## src/rtl/alu_pkg.sv

```systemverilog
// alu_pkg: shared op codes, sequencer states and flag bundle for the ALU front-end.
package alu_pkg;

   // Op codes as seen on the ALU result mux; unnamed slots are reserved.
   typedef enum logic [3:0] {
      OP_SUM  = 4'b0000,
      OP_SUB  = 4'b0001,
      OP_MUL  = 4'b0010,
      OP_DIV  = 4'b0011,
      OP_MOD  = 4'b0100,
      OP_RSV5 = 4'b0101,
      OP_RSV6 = 4'b0110,
      OP_RSV7 = 4'b0111,
      OP_OR   = 4'b1000,
      OP_AND  = 4'b1001,
      OP_XOR  = 4'b1010,
      OP_SHL  = 4'b1011,
      OP_SHR  = 4'b1100,
      OP_RSVD = 4'b1101,
      OP_RSVE = 4'b1110,
      OP_RSVF = 4'b1111
   } alu_op_e;

   typedef enum logic [1:0] {
      ST_IDLE = 2'd0,
      ST_DIV  = 2'd1,
      ST_DONE = 2'd2
   } alu_state_e;

   typedef struct packed {
      logic zero;
      logic negative;
      logic carry;
      logic overflow;
      logic err;
   } alu_flags_t;

   localparam alu_flags_t FLAGS_CLEAR = '0;

endpackage

```

## src/rtl/alu_seq_ctrl_if.sv

```systemverilog
// alu_seq_ctrl_if: request handshake (operands/op) and result handshake (result/flags).
interface alu_seq_ctrl_if #(parameter int N = 4) ();

   logic         in_valid;
   logic         in_ready;
   logic [N-1:0] a;
   logic [N-1:0] b;
   logic [3:0]   op;
   logic         out_valid;
   logic         out_ready;
   logic [N-1:0] result;
   logic         zero;
   logic         negative;
   logic         carry;
   logic         overflow;
   logic         err;

   // Requester / result consumer side.
   modport master (
      output in_valid, a, b, op, out_ready,
      input  in_ready, out_valid, result, zero, negative, carry, overflow, err
   );

   // Sequencer side.
   modport slave (
      input  in_valid, a, b, op, out_ready,
      output in_ready, out_valid, result, zero, negative, carry, overflow, err
   );

endinterface

```

## src/rtl/alu_divider.sv

```systemverilog
// alu_divider: iterative restoring unsigned divider, one quotient bit per cycle.
// Only built when ALU_SEQ_DIV_EN is defined. The first iteration runs on the
// start cycle straight from the operand inputs, so done pulses N-1 cycles later.
`ifdef ALU_SEQ_DIV_EN
module alu_divider #(
   parameter int N = 4
) (
   input  logic         clk,
   input  logic         rst_n,
   input  logic         start,
   input  logic [N-1:0] dividend,
   input  logic [N-1:0] divisor,
   output logic         busy,
   output logic         done,
   output logic [N-1:0] quotient,
   output logic [N-1:0] remainder
);

   localparam int CW = $clog2(N);

   logic [N-1:0]  rem_reg, quo_reg, dvs_reg;
   logic [CW-1:0] cnt_reg;
   logic          busy_reg, done_reg;

   logic [N-1:0]  src_rem, src_quo, src_dvs;
   logic [N-1:0]  step_rem, step_quo;
   logic [N:0]    shifted, trial;

   // One restoring step: shift in the next dividend bit, subtract if it fits.
   always_comb begin
      src_rem = start ? '0       : rem_reg;
      src_quo = start ? dividend : quo_reg;
      src_dvs = start ? divisor  : dvs_reg;
      shifted = {src_rem, src_quo[N-1]};
      trial   = shifted - {1'b0, src_dvs};
      if (trial[N]) begin
         step_rem = shifted[N-1:0];
         step_quo = {src_quo[N-2:0], 1'b0};
      end else begin
         step_rem = trial[N-1:0];
         step_quo = {src_quo[N-2:0], 1'b1};
      end
   end

   // Iteration counter and partial remainder/quotient registers.
   always_ff @(posedge clk or negedge rst_n) begin
      if (!rst_n) begin
         rem_reg  <= '0;
         quo_reg  <= '0;
         dvs_reg  <= '0;
         cnt_reg  <= '0;
         busy_reg <= 1'b0;
         done_reg <= 1'b0;
      end else begin
         done_reg <= 1'b0;
         if (start) begin
            rem_reg  <= step_rem;
            quo_reg  <= step_quo;
            dvs_reg  <= divisor;
            cnt_reg  <= CW'(1);
            busy_reg <= 1'b1;
         end else if (busy_reg) begin
            rem_reg <= step_rem;
            quo_reg <= step_quo;
            cnt_reg <= cnt_reg + CW'(1);
            if (cnt_reg == CW'(N-1)) begin
               busy_reg <= 1'b0;
               done_reg <= 1'b1;
            end
         end
      end
   end

   assign busy      = busy_reg;
   assign done      = done_reg;
   assign quotient  = quo_reg;
   assign remainder = rem_reg;

endmodule
`endif

```

## src/rtl/alu_seq_ctrl.sv

```systemverilog
// alu_seq_ctrl: one-request-at-a-time ALU sequencer with registered result/flags.
// ALU_SEQ_DIV_EN builds the iterative divider for div/mod; without it those
// codes complete in one cycle as reserved ops.
module alu_seq_ctrl
   import alu_pkg::*;
#(
   parameter int N = 4
) (
   input  logic           clk,
   input  logic           rst_n,
   alu_seq_ctrl_if.slave  bus
);

   localparam logic [N-1:0] N_VAL = N'(N);

   alu_state_e   state_reg, state_next;
   logic [N-1:0] result_reg;
   alu_flags_t   flags_reg;

   logic [N-1:0]   sc_result;
   alu_flags_t     sc_flags;
   logic [N:0]     sum_ext, sub_ext;
   logic [2*N-1:0] mul_full;
   logic           accept;
   logic           div_start;

   assign accept = (state_reg == ST_IDLE) && bus.in_valid;

`ifdef ALU_SEQ_DIV_EN
   logic         op_mod_reg;
   logic         div_busy, div_done;
   logic [N-1:0] div_quo, div_rem, div_result;
   alu_flags_t   div_flags;

   // Only a nonzero divisor goes to the iterative divider.
   assign div_start = accept && (bus.op == OP_DIV || bus.op == OP_MOD) && (bus.b != '0);

   alu_divider #(.N(N)) u_div (
      .clk       (clk),
      .rst_n     (rst_n),
      .start     (div_start),
      .dividend  (bus.a),
      .divisor   (bus.b),
      .busy      (div_busy),
      .done      (div_done),
      .quotient  (div_quo),
      .remainder (div_rem)
   );

   // Remember whether the in-flight divide wants the quotient or the remainder.
   always_ff @(posedge clk or negedge rst_n) begin
      if (!rst_n)         op_mod_reg <= 1'b0;
      else if (div_start) op_mod_reg <= (bus.op == OP_MOD);
   end

   // Divider result selection and its flags (carry/overflow/err never set).
   always_comb begin
      div_result         = op_mod_reg ? div_rem : div_quo;
      div_flags          = FLAGS_CLEAR;
      div_flags.zero     = (div_result == '0);
      div_flags.negative = div_result[N-1];
   end
`else
   assign div_start = 1'b0;
`endif

   // Single-cycle datapath, evaluated on the request operands.
   always_comb begin
      sum_ext   = {1'b0, bus.a} + {1'b0, bus.b};
      sub_ext   = {1'b0, bus.a} - {1'b0, bus.b};
      mul_full  = {{N{1'b0}}, bus.a} * {{N{1'b0}}, bus.b};
      sc_result = '0;
      sc_flags  = FLAGS_CLEAR;
      case (alu_op_e'(bus.op))
         OP_SUM: begin
            sc_result         = sum_ext[N-1:0];
            sc_flags.carry    = sum_ext[N];
            sc_flags.overflow = (bus.a[N-1] == bus.b[N-1]) && (sum_ext[N-1] != bus.a[N-1]);
         end
         OP_SUB: begin
            sc_result         = sub_ext[N-1:0];
            sc_flags.carry    = sub_ext[N];
            sc_flags.overflow = (bus.a[N-1] != bus.b[N-1]) && (sub_ext[N-1] != bus.a[N-1]);
         end
         OP_MUL: begin
            sc_result      = mul_full[N-1:0];
            sc_flags.carry = (mul_full[2*N-1:N] != '0);
         end
`ifdef ALU_SEQ_DIV_EN
         // Reaching here means divide-by-zero; nonzero divisors go to the divider.
         OP_DIV: begin
            sc_result    = '1;
            sc_flags.err = 1'b1;
         end
         OP_MOD: begin
            sc_result    = bus.a;
            sc_flags.err = 1'b1;
         end
`endif
         OP_OR:  sc_result = bus.a | bus.b;
         OP_AND: sc_result = bus.a & bus.b;
         OP_XOR: sc_result = bus.a ^ bus.b;
         OP_SHL: sc_result = (bus.b >= N_VAL) ? '0 : (bus.a << bus.b);
         OP_SHR: sc_result = (bus.b >= N_VAL) ? '0 : (bus.a >> bus.b);
         default: sc_flags.err = 1'b1;
      endcase
      sc_flags.zero     = (sc_result == '0);
      sc_flags.negative = sc_result[N-1];
   end

   // State register.
   always_ff @(posedge clk or negedge rst_n) begin
      if (!rst_n) state_reg <= ST_IDLE;
      else        state_reg <= state_next;
   end

   // Next-state decode.
   always_comb begin
      state_next = state_reg;
      case (state_reg)
         ST_IDLE: if (bus.in_valid) state_next = div_start ? ST_DIV : ST_DONE;
         ST_DIV: begin
`ifdef ALU_SEQ_DIV_EN
            if (div_done)       state_next = ST_DONE;
            else if (!div_busy) state_next = ST_IDLE;
`else
            state_next = ST_IDLE;
`endif
         end
         ST_DONE: if (bus.out_ready) state_next = ST_IDLE;
         default: state_next = ST_IDLE;
      endcase
   end

   // Result and flag registers: loaded on a single-cycle accept or divider completion.
   always_ff @(posedge clk or negedge rst_n) begin
      if (!rst_n) begin
         result_reg <= '0;
         flags_reg  <= FLAGS_CLEAR;
      end else if (accept && !div_start) begin
         result_reg <= sc_result;
         flags_reg  <= sc_flags;
      end
`ifdef ALU_SEQ_DIV_EN
      else if ((state_reg == ST_DIV) && div_done) begin
         result_reg <= div_result;
         flags_reg  <= div_flags;
      end
`endif
   end

   // Outputs come only from registered state.
   always_comb begin
      bus.in_ready  = (state_reg == ST_IDLE);
      bus.out_valid = (state_reg == ST_DONE);
      bus.result    = result_reg;
      bus.zero      = flags_reg.zero;
      bus.negative  = flags_reg.negative;
      bus.carry     = flags_reg.carry;
      bus.overflow  = flags_reg.overflow;
      bus.err       = flags_reg.err;
   end

endmodule

```

## src/flat_wrapper.sv

```systemverilog
// flat-port wrapper written by rule: the top's interface ports become plain ports
module alu_seq_ctrl_flat import alu_pkg::*;
#(
   parameter int N = 4
)
  (clk, rst_n, bus_in_valid, bus_a, bus_b, bus_op, bus_out_ready, bus_in_ready, bus_out_valid, bus_result, bus_zero, bus_negative, bus_carry, bus_overflow, bus_err);
  alu_seq_ctrl_if #(.N(N)) bus_i ();
  input  logic clk;
  input  logic rst_n;
  input wire logic [$bits(bus_i.in_valid)-1:0] bus_in_valid;
  input wire logic [$bits(bus_i.a)-1:0] bus_a;
  input wire logic [$bits(bus_i.b)-1:0] bus_b;
  input wire logic [$bits(bus_i.op)-1:0] bus_op;
  input wire logic [$bits(bus_i.out_ready)-1:0] bus_out_ready;
  output wire logic [$bits(bus_i.in_ready)-1:0] bus_in_ready;
  output wire logic [$bits(bus_i.out_valid)-1:0] bus_out_valid;
  output wire logic [$bits(bus_i.result)-1:0] bus_result;
  output wire logic [$bits(bus_i.zero)-1:0] bus_zero;
  output wire logic [$bits(bus_i.negative)-1:0] bus_negative;
  output wire logic [$bits(bus_i.carry)-1:0] bus_carry;
  output wire logic [$bits(bus_i.overflow)-1:0] bus_overflow;
  output wire logic [$bits(bus_i.err)-1:0] bus_err;
  assign bus_i.in_valid = bus_in_valid;
  assign bus_i.a = bus_a;
  assign bus_i.b = bus_b;
  assign bus_i.op = bus_op;
  assign bus_i.out_ready = bus_out_ready;
  assign bus_in_ready = bus_i.in_ready;
  assign bus_out_valid = bus_i.out_valid;
  assign bus_result = bus_i.result;
  assign bus_zero = bus_i.zero;
  assign bus_negative = bus_i.negative;
  assign bus_carry = bus_i.carry;
  assign bus_overflow = bus_i.overflow;
  assign bus_err = bus_i.err;
  alu_seq_ctrl #(.N(N)) u_core (.clk(clk), .rst_n(rst_n), .bus(bus_i));
endmodule
```

## config.mk

```make
export PLATFORM = sky130hd
export DESIGN_NAME = alu_seq_ctrl_flat
export DESIGN_NICKNAME = d
export VERILOG_FILES = /design/src/rtl/alu_pkg.sv /design/src/rtl/alu_seq_ctrl_if.sv /design/src/rtl/alu_divider.sv /design/src/rtl/alu_seq_ctrl.sv /design/src/flat_wrapper.sv
export SDC_FILE = /design/constraint.sdc
export NUM_CORES = 1
export LEC_CHECK = 0
export BUFFER_PORTS_ARGS = -buffer_cell sky130_fd_sc_hd__clkbuf_2
export CORE_ASPECT_RATIO = 1.75
export CORE_MARGIN = 2
export CORE_UTILIZATION = 52
export DETAILED_ROUTE_END_ITERATION = 8
export PLACE_DENSITY = 0.77
export SYNTH_ARGS = -nofsm -noshare
export SYNTH_HDL_FRONTEND = slang
export SYNTH_SLANG_ARGS = --single-unit
```

## constraint.sdc

```tcl
create_clock -name clk -period 1.3 [get_ports clk]
set_clock_uncertainty 0.2 [all_clocks]
set_input_delay 0.065 -clock clk [delete_from_list [all_inputs] [get_ports clk]]
set_output_delay 0.065 -clock clk [all_outputs]
set_load 0.01 [all_outputs]
```

# Word level (Yosys, flattened, before mapping)
# Index checks and enable logic that the tools add are counted.
classes:
  eq_ne: 14
  n_mux: 9
  order_cmp: 1
  reduce_logical: 9
  multipliers: 1
  n_shift: 2
  n_addsub: 2
  bitwise_logic: 3
ops:
  columns: ["op", "n"]
  rows:
  - ["4-bit one-hot mux with 8 select lines", 1]
  - ["4-bit == test (second input constant)", 5]
  - ["4-bit zero test", 2]
  - ["4-bit by 4-bit multiplier with 8-bit output", 1]
  - ["4-bit two-way mux", 2]
  - ["8-bit OR reduction", 1]
  - ["4-bit by 4-bit adder with 5-bit output", 1]
  - ["4-bit by 4-bit subtractor with 5-bit output", 1]
  - ["4-bit AND", 1]
  - ["4-bit by 1-bit == test with 1-bit output (second input constant)", 1]
  - ["4-bit by 2-bit == test with 1-bit output (second input constant)", 1]
  - ["4-bit by 3-bit greater-or-equal comparator with 1-bit output (second input constant)", 1]
  - ["2-bit two-way mux", 2]
  - ["2-bit != test (second input constant)", 2]
  - ["4-bit OR", 1]
  - ["2-bit one-hot mux with 2 select lines", 1]
  - ["4-bit nonzero test", 1]
  - ["4-bit by 4-bit << shifter with 4-bit output", 1]
  - ["4-bit by 4-bit right shift with 4-bit output", 1]
  - ["4-bit XOR", 1]
  - ["1-bit logical AND", 3]
  - ["1-bit != test", 3]
  - ["1-bit one-hot mux with 3 select lines", 1]
  - ["2-bit == test (second input constant)", 1]
  - ["other kinds (5)", 5]
word_totals:
  output_inout_bits: 11
  reg_bits: 11
  inputBits: 16
  wordCells: 48

# Depth between registers and ports, before layout
# Gate-level depths: netlist of run 1.
depth:
  word_depth: 4
  mapped_depth: 12
  mapped_depth_nobuf: 12

# Worst setup path after synthesis of run 1
# No wires, ideal clock.
synth_path:
  kind: "input to register"
  start: "in bus_b[3]"
  end: "reg u_core.flags_reg (netlist bit u_core.bus.zero)"
  n_path_buf: 1
  slack_ps: -1604
  path_stages: 10
  arrival_time_ps: 2601
  setup_time_ps: 103
  t_required_ps: 997
  cell_sequence: "buf_2 nand2_1 fa_1 fa_1 inv_1 fa_1 a31oi_1 o32a_1 nand4_1 o41ai_2"
synth_between:
  elab_chain_cells: 4
synth_lines:
  columns: ["item", "line_no", "text"]
  rows:
  - ["start: declaration", "flat_wrapper.sv:12", "input wire logic [$bits(bus_i.b)-1:0] bus_b;"]
  - ["branches (longest 2 deep; another with 4-bit by 4-bit multiplier with 8-bit output)", null, null]
  - ["4-bit one-hot mux with 8 select lines *", "alu_seq_ctrl.sv:74", "case (alu_op_e'(bus.op))"]
  - ["4-bit zero test *", "alu_seq_ctrl.sv:107", "sc_flags.zero = (sc_result == '0);"]
  - ["end signal: assignment", "alu_seq_ctrl.sv:142", "flags_reg <= sc_flags;"]
  - ["end: declaration", "alu_seq_ctrl.sv:18", "alu_flags_t flags_reg;"]
# Every way passes the cells marked *.
# A chain may end at the register's enable or synchronous reset.

# Final worst setup path of run 1
layout_path:
  start: "in bus_b[2]"
  end: "reg u_core.flags_reg (netlist bit u_core.bus.negative)"
layout_between:
  elab_chain_cells: 3
layout_lines:
  columns: ["item", "line_no"]
  rows:
  - ["branches (longest 2 deep; another with 4-bit by 4-bit multiplier with 8-bit output)", null]
  - ["4-bit one-hot mux with 8 select lines *", "alu_seq_ctrl.sv:74"]
# Marks and branches as above.

==> results.md, run 1 <==
| Stage | Parameter | Value |
|:---|:---|:---|
| floorplanning | Die Span X | 46.59 um |
| timing | Endpoints failing hold | 0 |
| routing | DRC violation count after routing | 0 |
| synth | Number of warnings printed during yosys synthesis | 0 |
| synth | Cell count after synthesis | 201 |
| final layout | Final-layout fill cell count | 130 |
| clocking | Clock transition at the registers of the reported paths | 50 ps |
| final layout | Final nets | 342 |
| final layout | Proportion of layout cells with a drive suffix above 1 | 52.88% |
| timing | Final count of negative-setup-slack endpoints | 7 |
| critical path | Kind of capture point of the worst setup path | register |
| synth | Post-synthesis async set-or-reset flop share | 100.0% |
| global route | GR Overflow Total | 0 |
| floorplanning | Area of the die | 3658 sq um |
| hold path | Min-delay worst type | in2async |
| routing | First-pass DRT Iterations | 5 |
| global route | Via count of the first global-routing pass | 2,168 |
| clocking | Clock Tree Root | sky130_fd_sc_hd__clkbuf_8 |
| final layout | Diodes inserted | 0 |
| critical path | Highest net fanout along the worst path | 3 |
| synth | Number of different library cells in the post-synthesis netlist | 54 |
| routing | Average wire per cell in the routed design | 20.71 um |
| clocking | Number of clock buffers inserted by TritonCTS | 3 |
| floorplanning | Initial Utilization | 53.68% |
| place | Placer congestion estimate | 0.9431 |
| critical path | Kind of launch point of the worst setup path | input pin |
| critical path | Type of the worst setup path | in2reg |
| timing | Number of pins with negative max-slew slack in the final report | 0 |
| global route | Total global-route track usage | 36.57% |
| timing | Clock period minus worst slack | 2615 ps |
| power and ir drop | PD cells | 649.6 nW/um^2 |
| floorplanning | Standard-cell row count | 27 |
| synth | Mean area per synthesized cell | 8.211 sq um |
| floorplanning | Core box area | 3074 sq um |
| clocking | Clock tree from TritonCTS | built |
| synth | Netlist area before placement | 1650 sq um |
| global route | First-pass GRT wire length | 9.825 mm |
| status | Failing checks | negative setup slack |
| power and ir drop | Maximum VDD drop | 0.4967 mV |
| final layout | Count of non-filler cells in the finished layout | 338 |
| floorplanning | Die boundary height | 78.53 um |
| final layout | Flip-flop count of the largest register, all copies and words added | 3 |
| place | Total placed cells including tap cells | 323 |
| floorplanning | Io pins | 27 |
| synth | Number of synthesized register bits | 9 |
| timing | Setup ws final | -1315 ps |
| timing | Highest clock rate | 0.3824 GHz |
| clocking | Clock latency on the worst-skew pair | 240 ps |
| final layout | Syn-to-layout area delta | 68.46% |
| timing | Tightest slew margin relative to the limit | 71.31% |
| power and ir drop | Leakage power | 1.346 nW |
| timing | Worst slew pin tran | 427.8 ps |
| global route | Antenna violations before repair | 0 |
| clocking | Max Buffers Root-to-Sink | 2 |
| clocking | Clock net sink count | 9 |
| routing | Total via count after detailed routing | 2,080 |
| place | Count of input and output buffers | 26 |
| status | Result of the run | finished with violations |
| timing | Unrepaired setup endpoints after global routing | true |
| clocking | CTS H-Tree Depth | 1 |
| synth | Dominant cells by area after synthesis | sky130_fd_sc_hd__ha_1 (18%), sky130_fd_sc_hd__dfrtp_1 (14%), sky130_fd_sc_hd__fa_1 (7.3%) |
| routing | Remaining number of nets flagged by the antenna check after routing | 0 |
| job | Maximum Capacitance Violations | 0 |
| timing | Post-route clock period utilization | 201.2% |
| critical path | Endpoint arrival time on the critical path | 2540 ps |
| place | HPWL reported at the end of detailed placement | 4.674 mm |
| synth | Area share of the largest cell type after synthesis | 18.20% |
| synth | Post-Synthesis Net Count | 247 |
| routing | Drt first-iter violations | 107 |
| global route | Maximum number of pins on one net before global-route repair | 16 |
| routing | Post-DR vias/cell | 6.154 |
| synth | Most common flop cell mapped by yosys | sky130_fd_sc_hd__dfrtp_1 |
| timing | Minimum hold slack | 19.70 ps |
| routing | Total wire length | 7.001 mm |
| synth | Cell type contributing the most total cell area after synthesis | sky130_fd_sc_hd__ha_1 |
| synth | Sequential fraction of the synthesis area | 13.65% |
| critical path | Worst Path Required | 1220 ps |
| synth | Post-synth EDFFs | 0 |
-- per-stage QoR --
step | worst slack (ps) | utilization [%] | instance area, sq um | setup TNS, ps | power [mW]
floorplan | -1273 | - | 1833 | -4913 | 0.8703
global placement | -1428 | 77.94 | 2396 | -7603 | 1.207
detailed placement | -1527 | 77.94 | 2396 | -8186 | 1.259
CTS | -1282 | 85.39 | 2625 | -6071 | 1.666
global route | -1448 | 90.44 | 2780 | -6656 | 1.890
finish | -1315 | 90.44 | 2780 | -6204 | 1.806
-- critical path: stages --
cell and delay [ps]:
sky130_fd_sc_hd__buf_8 80, sky130_fd_sc_hd__nand2_4 40, sky130_fd_sc_hd__fa_1 520, sky130_fd_sc_hd__fa_1 540
sky130_fd_sc_hd__inv_2 60, sky130_fd_sc_hd__fa_1 480, sky130_fd_sc_hd__a31oi_1 150, sky130_fd_sc_hd__o32a_1 170
sky130_fd_sc_hd__nand4_1 170, sky130_fd_sc_hd__a22o_1 260
-- power by group --
group,leakage [nW],internal (mW),switching (mW)
sequential,0.115,0.330,0.0324
combinational,1.21,0.535,0.569
clock,0.0228,0.215,0.125
total,1.35,1.08,0.726
-- final timing paths --
kind	slack [ps]	depth (start not counted)	start	endpoint
max	-1320	10	bus_b[2]	u_core.bus.negative
min	20	2	rst_n	u_core.bus.carry
max reg2reg	-380	5	u_core.state_reg[1]	u_core.bus.zero
min reg2reg	290	2	u_core.bus.overflow	u_core.bus.overflow
max in group asynchronous	690	2	rst_n	u_core.bus.result[1]
min in group clk	80	3	bus_in_valid	u_core.bus.result[1]
-- cells in the final DEF (no fill, tap or decap), types with 7 or more instances in the layout --
master,Yosys,layout
sky130_fd_sc_hd__nand2_1,17,14
sky130_fd_sc_hd__dfrtp_1,9,9
sky130_fd_sc_hd__nor2_1,17,13
sky130_fd_sc_hd__inv_1,20,12
sky130_fd_sc_hd__ha_1,24,14
sky130_fd_sc_hd__buf_4,2,60
sky130_fd_sc_hd__mux2i_1,7,7
sky130_fd_sc_hd__a21oi_1,15,9
sky130_fd_sc_hd__inv_2,2,7
sky130_fd_sc_hd__clkbuf_2,0,19
sky130_fd_sc_hd__ha_4,0,9
sky130_fd_sc_hd__buf_6,3,13
sky130_fd_sc_hd__buf_8,0,7
-- cells in the mapped netlist (2+ instances only) --
library cell / n
sky130_fd_sc_hd__nand2_1: 17
sky130_fd_sc_hd__and2_1: 2
sky130_fd_sc_hd__o31a_1: 2
sky130_fd_sc_hd__nand2b_1: 5
sky130_fd_sc_hd__a21oi_1: 15
sky130_fd_sc_hd__nor3b_1: 3
sky130_fd_sc_hd__o21ai_0: 8
sky130_fd_sc_hd__buf_2: 5
sky130_fd_sc_hd__mux2_2: 2
sky130_fd_sc_hd__o21bai_1: 2
sky130_fd_sc_hd__nor2_1: 17
sky130_fd_sc_hd__xor2_1: 3
sky130_fd_sc_hd__inv_2: 2
sky130_fd_sc_hd__a21o_1: 4
sky130_fd_sc_hd__fa_1: 6
sky130_fd_sc_hd__nand4_1: 2
sky130_fd_sc_hd__or3_1: 2
sky130_fd_sc_hd__mux2i_1: 7
sky130_fd_sc_hd__a22o_1: 3
sky130_fd_sc_hd__inv_1: 20
sky130_fd_sc_hd__buf_6: 3
sky130_fd_sc_hd__nor3_1: 2
sky130_fd_sc_hd__dfrtp_1: 9
sky130_fd_sc_hd__ha_1: 24
sky130_fd_sc_hd__o221ai_1: 2
sky130_fd_sc_hd__o2bb2ai_1: 2
sky130_fd_sc_hd__buf_4: 2
sky130_fd_sc_hd__nor2b_1: 4
-- cells by family (layout without fill, tap and decap cells) --
family                     after synthesis  count (layout)  synth area share (%)
and+or+nand+nor                         62              62                 19.71
AOI/OAI and AO/OA                       55              55                 24.26
buffers and inverters                   33             127                 9.703
adders and majority gates               30              30                 25.47
muxes                                    9               9                 5.610
DFF                                      9               9                 13.65
xor gates and xnor gates                 3               3                 1.592
-- final cells by class --
cell class,instances,area [sq um],share of cell area [%]
sequential,9,225.2,8.101
timing repair buffer,101,817.0,29.39
clock buffer,4,45.04,1.620
multi-input combinational,159,1548,55.67
tap,43,53.80,1.935
inverter,22,91.34,3.285
-- timing repair --
action	in CTS	in global routing
hold endpoints to repair	10	0
buffers inserted	3	8
pin swaps	17	24
setup endpoints to repair	8	8
gates resized for setup	31	33
hold buffers	2	0
gates cloned	0	0
-- layer usage --
metal / GRT usage (%) / vias to the layer above / wire length [um]
met1: 34.55 / 982 / 2219
met2: 67.22 / 139 / 3862
met3: 5.057 / 53 / 418
met4: 22.57 / 0 / 501
li1: - / 906 / -
met5: 0 / - / 0
Note: power is estimated with default switching activity, not from simulation.
==> run 2, diff against run 1 <==
--- a/config.mk
+++ b/config.mk
@@ -6,7 +6,7 @@
 export NUM_CORES = 1
 export LEC_CHECK = 0
 export BUFFER_PORTS_ARGS = -buffer_cell sky130_fd_sc_hd__clkbuf_2
-export CORE_ASPECT_RATIO = 1.75
+export CORE_ASPECT_RATIO = 1.1
 export CORE_MARGIN = 2
 export CORE_UTILIZATION = 52
 export DETAILED_ROUTE_END_ITERATION = 8
==> run 2 against run 1 <==
The run still ends with negative setup slack left; worst setup slack improved by 57 ps; sequential cell count is the same; register-to-register slack improved by 120 ps; maximum frequency rose by 2.2%; sequential power shrank 1%; die area shrank 0.47%.
==> results.md, run 2 (synthesis results as in run 1) <==
| Stage | Parameter | Value |
|:---|:---|:---|
| status | Result of the run | finished with violations |
| status | Failing checks | negative setup slack |
| global route | Antenna violations before repair | 0 |
| power and ir drop | Fraction of power consumed by the clock network | 12.9% |
| power and ir drop | Sequential Power Share | 21.6% |
| clocking | Number of clock buffers inserted by TritonCTS | 3 |
| place | Cell area after placement | 2352 sq um |
| critical path | Worst r2r src | u_core.state_reg[1] |
| place | HPWL reported at the end of detailed placement | 4.398 mm |
| global route | GR Overflow Total | 0 |
| critical path | Kind of capture point of the worst setup path | register |
| power and ir drop | PD cells | 603.9 nW/um^2 |
| global route | Via count of the first global-routing pass | 2,119 |
| timing | Post-route clock period utilization | 196.8% |
| final layout | Commonest cells after routing, fill and taps aside | sky130_fd_sc_hd__buf_4 (57), sky130_fd_sc_hd__clkbuf_2 (20), sky130_fd_sc_hd__inv_1 (15), sky130_fd_sc_hd__nor2_1 (15), sky130_fd_sc_hd__nand2_1 (14) |
| routing | Drt first-iter violations | 93 |
| routing | Post-DR vias/cell | 6.150 |
| power and ir drop | Switching Share | 40.69% |
| clocking | Clock Tree Root | sky130_fd_sc_hd__clkbuf_4 |
| timing | Minimum hold slack | 6.290 ps |
| critical path | Highest net fanout along the worst path | 3 |
| final layout | Final nets | 340 |
| floorplanning | Standard-cell row count | 21 |
| floorplanning | Die Span X | 57.72 um |
| power and ir drop | NetSw | 0.6724 mW |
| global route | First-pass GRT wire length | 9.280 mm |
| final layout | Final-layout fill cell count | 137 |
| critical path | Type of the worst setup path | in2reg |
| place | Total placed cells including tap cells | 308 |
| job | Maximum Capacitance Violations | 0 |
| clocking | Clock latency on the worst-skew pair | 250 ps |
| final layout | Flip-flop count of the largest register, all copies and words added | 3 |
| hold path | Launch instance of the worst min-delay path | bus_in_valid |
| clocking | Max Buffers Root-to-Sink | 2 |
| power and ir drop | Leakage power | 1.321 nW |
| power and ir drop | Comb power frac | 65.5% |
| final layout | Proportion of layout cells with a drive suffix above 1 | 51.54% |
| final layout | Syn-to-layout area delta | 65.81% |
| timing | Clock period minus worst slack | 2559 ps |
| routing | DRC violation count after routing | 0 |
| hold path | Worst Hold Depth | 3 |
| routing | Total wire length | 6.564 mm |
| floorplanning | Initial Utilization | 54.15% |
| timing | Number of pins with negative max-slew slack in the final report | 0 |
| final layout | Core Util, Final | 89.78% |
| final layout | Sequential cell area | 225.2 sq um |
| timing | Endpoints failing hold | 0 |
| global route | Maximum number of pins on one net before global-route repair | 13 |
| critical path | Kind of launch point of the worst setup path | input pin |
| routing | First-pass DRT Iterations | 4 |
| final layout | Most common library cell in the layout ignoring fill and taps | sky130_fd_sc_hd__buf_4 |
| clocking | Clock tree from TritonCTS | built |
| critical path | Worst Setup SP | bus_a[2] |
| critical path | Endpoint arrival time on the critical path | 2500 ps |
| floorplanning | Core box area | 3048 sq um |
| clocking | Clock transition at the registers of the reported paths | 60 ps |
| routing | Total via count after detailed routing | 2,011 |
| timing | Setup ws final | -1259 ps |
| timing | Worst slew pin tran | 353.7 ps |
| clocking | Clock net sink count | 9 |
| final layout | Design Area, Final | 2736 sq um |
| place | Count of input and output buffers | 26 |
| floorplanning | Area of the die | 3641 sq um |
| critical path | Number of cells on the worst reg-to-reg path | 5 |
| final layout | Diodes inserted | 0 |
| place | Placer congestion estimate | 0.9642 |
| final layout | Area of combinational cells with multiple inputs | 1541 sq um |
| floorplanning | Die boundary height | 63.09 um |
| power and ir drop | Total power after layout | 1.653 mW |
| timing | Final count of negative-setup-slack endpoints | 7 |
| floorplanning | Io pins | 27 |
| clocking | CTS H-Tree Depth | 1 |
| global route | Total global-route track usage | 32.66% |
| timing | Highest clock rate | 0.3908 GHz |
| power and ir drop | Internal power summed over all cells | 0.9802 mW |
| routing | Remaining number of nets flagged by the antenna check after routing | 0 |
| timing | Tightest slew margin relative to the limit | 76.28% |
| power and ir drop | Maximum VDD drop | 0.8545 mV |
| timing | Unrepaired setup endpoints after global routing | true |
| hold path | Min-delay worst type | in2reg |
| critical path | Worst Path Required | 1250 ps |
| final layout | Count of non-filler cells in the finished layout | 327 |
| routing | Average wire per cell in the routed design | 20.07 um |
## run 2: final cells by class
cell class | instances | share of cell area (%)
clock buffers | 4 | 0.9602
inverters | 22 | 3.338
multi-input cells | 159 | 56.33
flip-flops and latches | 9 | 8.230
well taps | 34 | 1.555
repair buffers | 99 | 29.58
## run 2: worst max-delay path, stage by stage
cell                      delay, ps
sky130_fd_sc_hd__buf_4          130
sky130_fd_sc_hd__nand2_4         70
sky130_fd_sc_hd__fa_1           430
sky130_fd_sc_hd__fa_1           530
sky130_fd_sc_hd__inv_2           60
sky130_fd_sc_hd__buf_4          130
sky130_fd_sc_hd__ha_4           200
sky130_fd_sc_hd__a21o_1         160
sky130_fd_sc_hd__a21oi_2        150
sky130_fd_sc_hd__mux2i_1        250
sky130_fd_sc_hd__a21oi_2         90
sky130_fd_sc_hd__o31a_1         230
## run 2: metal layers
metal	GRT usage (%)	part of all wire [%]
met5	0	0
met4	17.15	6.3
met3	3.696	6.2
met2	61.51	51
met1	34.18	36
## run 2: metrics by stage
step                      TNS, ps  setup WS [ps]
after floorplan             -4913          -1273
after global placement      -7768          -1397
after detailed placement    -8179          -1475
after CTS                   -5561          -1178
after global routing        -6337          -1285
final                       -5872          -1259
## run 2: timing repair
item / CTS / global route
hold endpoints to repair: 10 / 0
buffers inserted: 2 / 9
pin swaps: 13 / 24
setup endpoints to repair: 8 / 8
hold buffers: 4 / 0
resized for setup: 23 / 34
## run 2: final timing paths
| path | to | slack, ps |
|---|---|---|
| min | u_core.bus.result[1] | 6 |
| max in group asynchronous | u_core.bus.err | 170 |
| max | u_core.bus.carry | -1260 |
| max reg2reg | u_core.bus.zero | -260 |
| min reg2reg | u_core.bus.overflow | 290 |
| min in group asynchronous | u_core.bus.overflow | 520 |
## run 2: power groups by stage
| stage | combinational (mW) | sequential, mW | clock [mW] |
|---|---|---|---|
| final | 1.08 | 0.357 | 0.214 |
| after CTS | 0.928 | 0.356 | 0.215 |
| after floorplan | 0.487 | 0.383 | 0 |
| after global placement | 0.832 | 0.358 | 0 |
| after detailed placement | 0.865 | 0.361 | 0 |
| after global routing | 1.16 | 0.361 | 0.236 |
==> run 3, diff against run 2 <==
--- a/config.mk
+++ b/config.mk
@@ -6,11 +6,12 @@
 export NUM_CORES = 1
 export LEC_CHECK = 0
 export BUFFER_PORTS_ARGS = -buffer_cell sky130_fd_sc_hd__clkbuf_2
-export CORE_ASPECT_RATIO = 1.1
+export CORE_ASPECT_RATIO = 1.4
 export CORE_MARGIN = 2
-export CORE_UTILIZATION = 52
+export CORE_UTILIZATION = 57
 export DETAILED_ROUTE_END_ITERATION = 8
-export PLACE_DENSITY = 0.77
+export PLACE_DENSITY = 0.8
+export SKIP_CTS_REPAIR_TIMING = 1
 export SYNTH_ARGS = -nofsm -noshare
 export SYNTH_HDL_FRONTEND = slang
 export SYNTH_SLANG_ARGS = --single-unit
==> constraint.sdc (replaced) <==
create_clock -name clk -period 2.7 [get_ports clk]
set_clock_uncertainty 0.2 [all_clocks]
set_input_delay 0.135 -clock clk [delete_from_list [all_inputs] [get_ports clk]]
set_output_delay 0.135 -clock clk [all_outputs]
set_load 0.01 [all_outputs]
==> run 3 against run 2 <==
The flow now finishes without violations; power down 60%; utilization down 19 points; clock-buffer cell count down 1; critical path type unchanged; largest cell class unchanged.
==> results.md, run 3 (synthesis results as in run 1) <==
| Stage | Parameter | Value |
|:---|:---|:---|
| status | Result of the run | completed |
| routing | Total via count after detailed routing | 1,607 |
| clocking | Number of clock buffers inserted by TritonCTS | 3 |
| place | Cell area after placement | 1908 sq um |
| timing | Setup ws final | 141.8 ps |
| timing | Post-route clock period utilization | 94.75% |
| final layout | Most common library cell in the layout ignoring fill and taps | sky130_fd_sc_hd__ha_1 |
| power and ir drop | NetSw | 0.2575 mW |
| global route | GR Overflow Total | 0 |
| critical path | Kind of launch point of the worst setup path | input pin |
| timing | Highest clock rate | 0.3909 GHz |
| final layout | Proportion of layout cells with a drive suffix above 1 | 27.69% |
| place | Count of input and output buffers | 26 |
| power and ir drop | Leakage power | 1.026 nW |
| critical path | Register-to-Register Setup Slack | 830 ps |
| power and ir drop | Switching Share | 38.53% |
| floorplanning | Core box area | 2820 sq um |
| critical path | Worst Path Required | 2610 ps |
| timing | Number of pins with negative max-slew slack in the final report | 0 |
| routing | Drt first-iter violations | 47 |
| floorplanning | Io pins | 27 |
| final layout | Design Area, Final | 2001 sq um |
| power and ir drop | Maximum VDD drop | 0.2586 mV |
| clocking | Clock latency on the worst-skew pair | 230 ps |
| timing | Clock period minus worst slack | 2558 ps |
| global route | Maximum number of pins on one net before global-route repair | 21 |
| critical path | Kind of capture point of the worst setup path | register |
| power and ir drop | Sequential Power Share | 25.7% |
| floorplanning | Initial Utilization | 58.52% |
| critical path | Number of cells on the worst reg-to-reg path | 5 |
| timing | Endpoints failing hold | 0 |
| routing | Average wire per cell in the routed design | 14.59 um |
| final layout | Flip-flop count of the largest register, all copies and words added | 3 |
| final layout | Sequential cell area | 225.2 sq um |
| final layout | Diodes inserted | 0 |
| clocking | Clock tree from TritonCTS | built |
| final layout | Commonest cells after routing, fill and taps aside | sky130_fd_sc_hd__ha_1 (23), sky130_fd_sc_hd__clkbuf_2 (22), sky130_fd_sc_hd__buf_4 (22), sky130_fd_sc_hd__inv_1 (19), sky130_fd_sc_hd__nor2_1 (17) |
| routing | First-pass DRT Iterations | 4 |
| floorplanning | Standard-cell row count | 23 |
| clocking | CTS H-Tree Depth | 1 |
| final layout | Syn-to-layout area delta | 21.23% |
| place | HPWL reported at the end of detailed placement | 3.404 mm |
| final layout | Area of combinational cells with multiple inputs | 1289 sq um |
| hold path | Min-delay worst type | in2async |
| routing | Post-DR vias/cell | 5.760 |
| final layout | Final nets | 289 |
| routing | DRC violation count after routing | 0 |
| place | Pre-CTS setup slack | -184.7 ps |
| critical path | Highest net fanout along the worst path | 2 |
| routing | Total wire length | 4.072 mm |
| final layout | Core Util, Final | 70.94% |
| floorplanning | Die Span X | 49.48 um |
| critical path | Type of the worst setup path | in2reg |
| timing | Unrepaired setup endpoints after global routing | false |
| floorplanning | Area of the die | 3348 sq um |
| global route | Antenna violations before repair | 0 |
| timing | Minimum hold slack | 81.61 ps |
| global route | Total global-route track usage | 26.36% |
| power and ir drop | Comb power frac | 50.8% |
| power and ir drop | Fraction of power consumed by the clock network | 23.5% |
| timing | Tightest slew margin relative to the limit | 71.52% |
| timing | Final count of negative-setup-slack endpoints | 0 |
| power and ir drop | PD cells | 334.0 nW/um^2 |
| global route | First-pass GRT wire length | 6.644 mm |
| final layout | Final-layout fill cell count | 245 |
| critical path | Destination of the worst register-to-register timing path | u_core.bus.zero |
| critical path | Worst r2r src | u_core.state_reg[1] |
| job | Maximum Capacitance Violations | 0 |
| clocking | Clock Tree Root | sky130_fd_sc_hd__clkbuf_8 |
| critical path | Endpoint arrival time on the critical path | 2470 ps |
| floorplanning | Die boundary height | 67.67 um |
| clocking | Max Buffers Root-to-Sink | 2 |
| clocking | Clock net sink count | 9 |
| timing | Worst slew pin tran | 427.3 ps |
| power and ir drop | Internal power summed over all cells | 0.4108 mW |
| place | Placer congestion estimate | 0.9883 |
| global route | Via count of the first global-routing pass | 1,503 |
| routing | Remaining number of nets flagged by the antenna check after routing | 0 |
| clocking | Clock transition at the registers of the reported paths | 50 ps |
-- run 3: changes by cell type in the layout (fill, tap and decap cells not counted), moves of 3 or more --
cell / change
sky130_fd_sc_hd__buf_8: -8
sky130_fd_sc_hd__buf_4: -35
sky130_fd_sc_hd__nand2_2: +3
sky130_fd_sc_hd__a21oi_2: -5
sky130_fd_sc_hd__ha_2: -3
sky130_fd_sc_hd__inv_1: +4
sky130_fd_sc_hd__clkbuf_4: -3
sky130_fd_sc_hd__clkbuf_8: +3
sky130_fd_sc_hd__o21ai_0: +4
sky130_fd_sc_hd__a21oi_1: +6
sky130_fd_sc_hd__buf_6: -8
sky130_fd_sc_hd__ha_4: -9
sky130_fd_sc_hd__ha_1: +12
sky130_fd_sc_hd__nand2_4: -3
-- run 3: area by class of cell --
cell class                 instances  area share [%]
multi-input combinational        159           64.42
timing repair buffer              48           15.57
sequential                         9           11.26
inverter                          22           4.128
tap                               37           2.314
clock buffer                       3           2.064
clock inverter                     1          0.2502
-- run 3: how the worst max path moves through the flow --
stage / to / from / slack, ps
after floorplan: u_core.bus.carry / bus_b[3] / 30
after global placement: u_core.bus.carry / bus_a[1] / -120
after detailed placement: u_core.bus.carry / bus_a[1] / -180
after CTS: u_core.bus.carry / bus_a[1] / 60
after global routing: u_core.bus.carry / bus_b[3] / 1
final: u_core.bus.zero / bus_b[3] / 140
-- run 3: worst max-delay path, stage by stage --
cell	delay (ps)
sky130_fd_sc_hd__buf_4	100
sky130_fd_sc_hd__nand2_2	60
sky130_fd_sc_hd__fa_1	500
sky130_fd_sc_hd__fa_1	530
sky130_fd_sc_hd__inv_2	60
sky130_fd_sc_hd__fa_1	530
sky130_fd_sc_hd__a31oi_1	70
sky130_fd_sc_hd__o32a_1	290
sky130_fd_sc_hd__nand4_1	130
sky130_fd_sc_hd__o41ai_2	70
-- run 3: routing by layer --
layer  routed length [um]  vias up  global-route usage, %
li1                     -      797                      -
met1                 1595      740                  26.62
met2                 2053       49                  49.16
met4                  295        0                  23.26
met5                    0        -                      0
met3                  127       21                  1.549
-- run 3: power by group through the flow --
stage / clock (mW) / combinational (mW) / sequential (mW)
5_1_grt: 0.162 / 0.382 / 0.173
3_3_place_gp: 0 / 0.324 / 0.172
4_1_cts: 0.158 / 0.332 / 0.172
2_1_floorplan: 0 / 0.211 / 0.184
6_report: 0.157 / 0.340 / 0.172
3_5_place_dp: 0 / 0.330 / 0.174
-- run 3: through the flow --
step	setup TNS, ps	cells	power [mW]
after detailed placement	-432.2	273	0.5041
after global placement	-311.5	273	0.4966
after CTS	0	277	0.6617
after global routing	0	279	0.7165
after floorplan	0	201	0.3953
final	0	279	0.6682
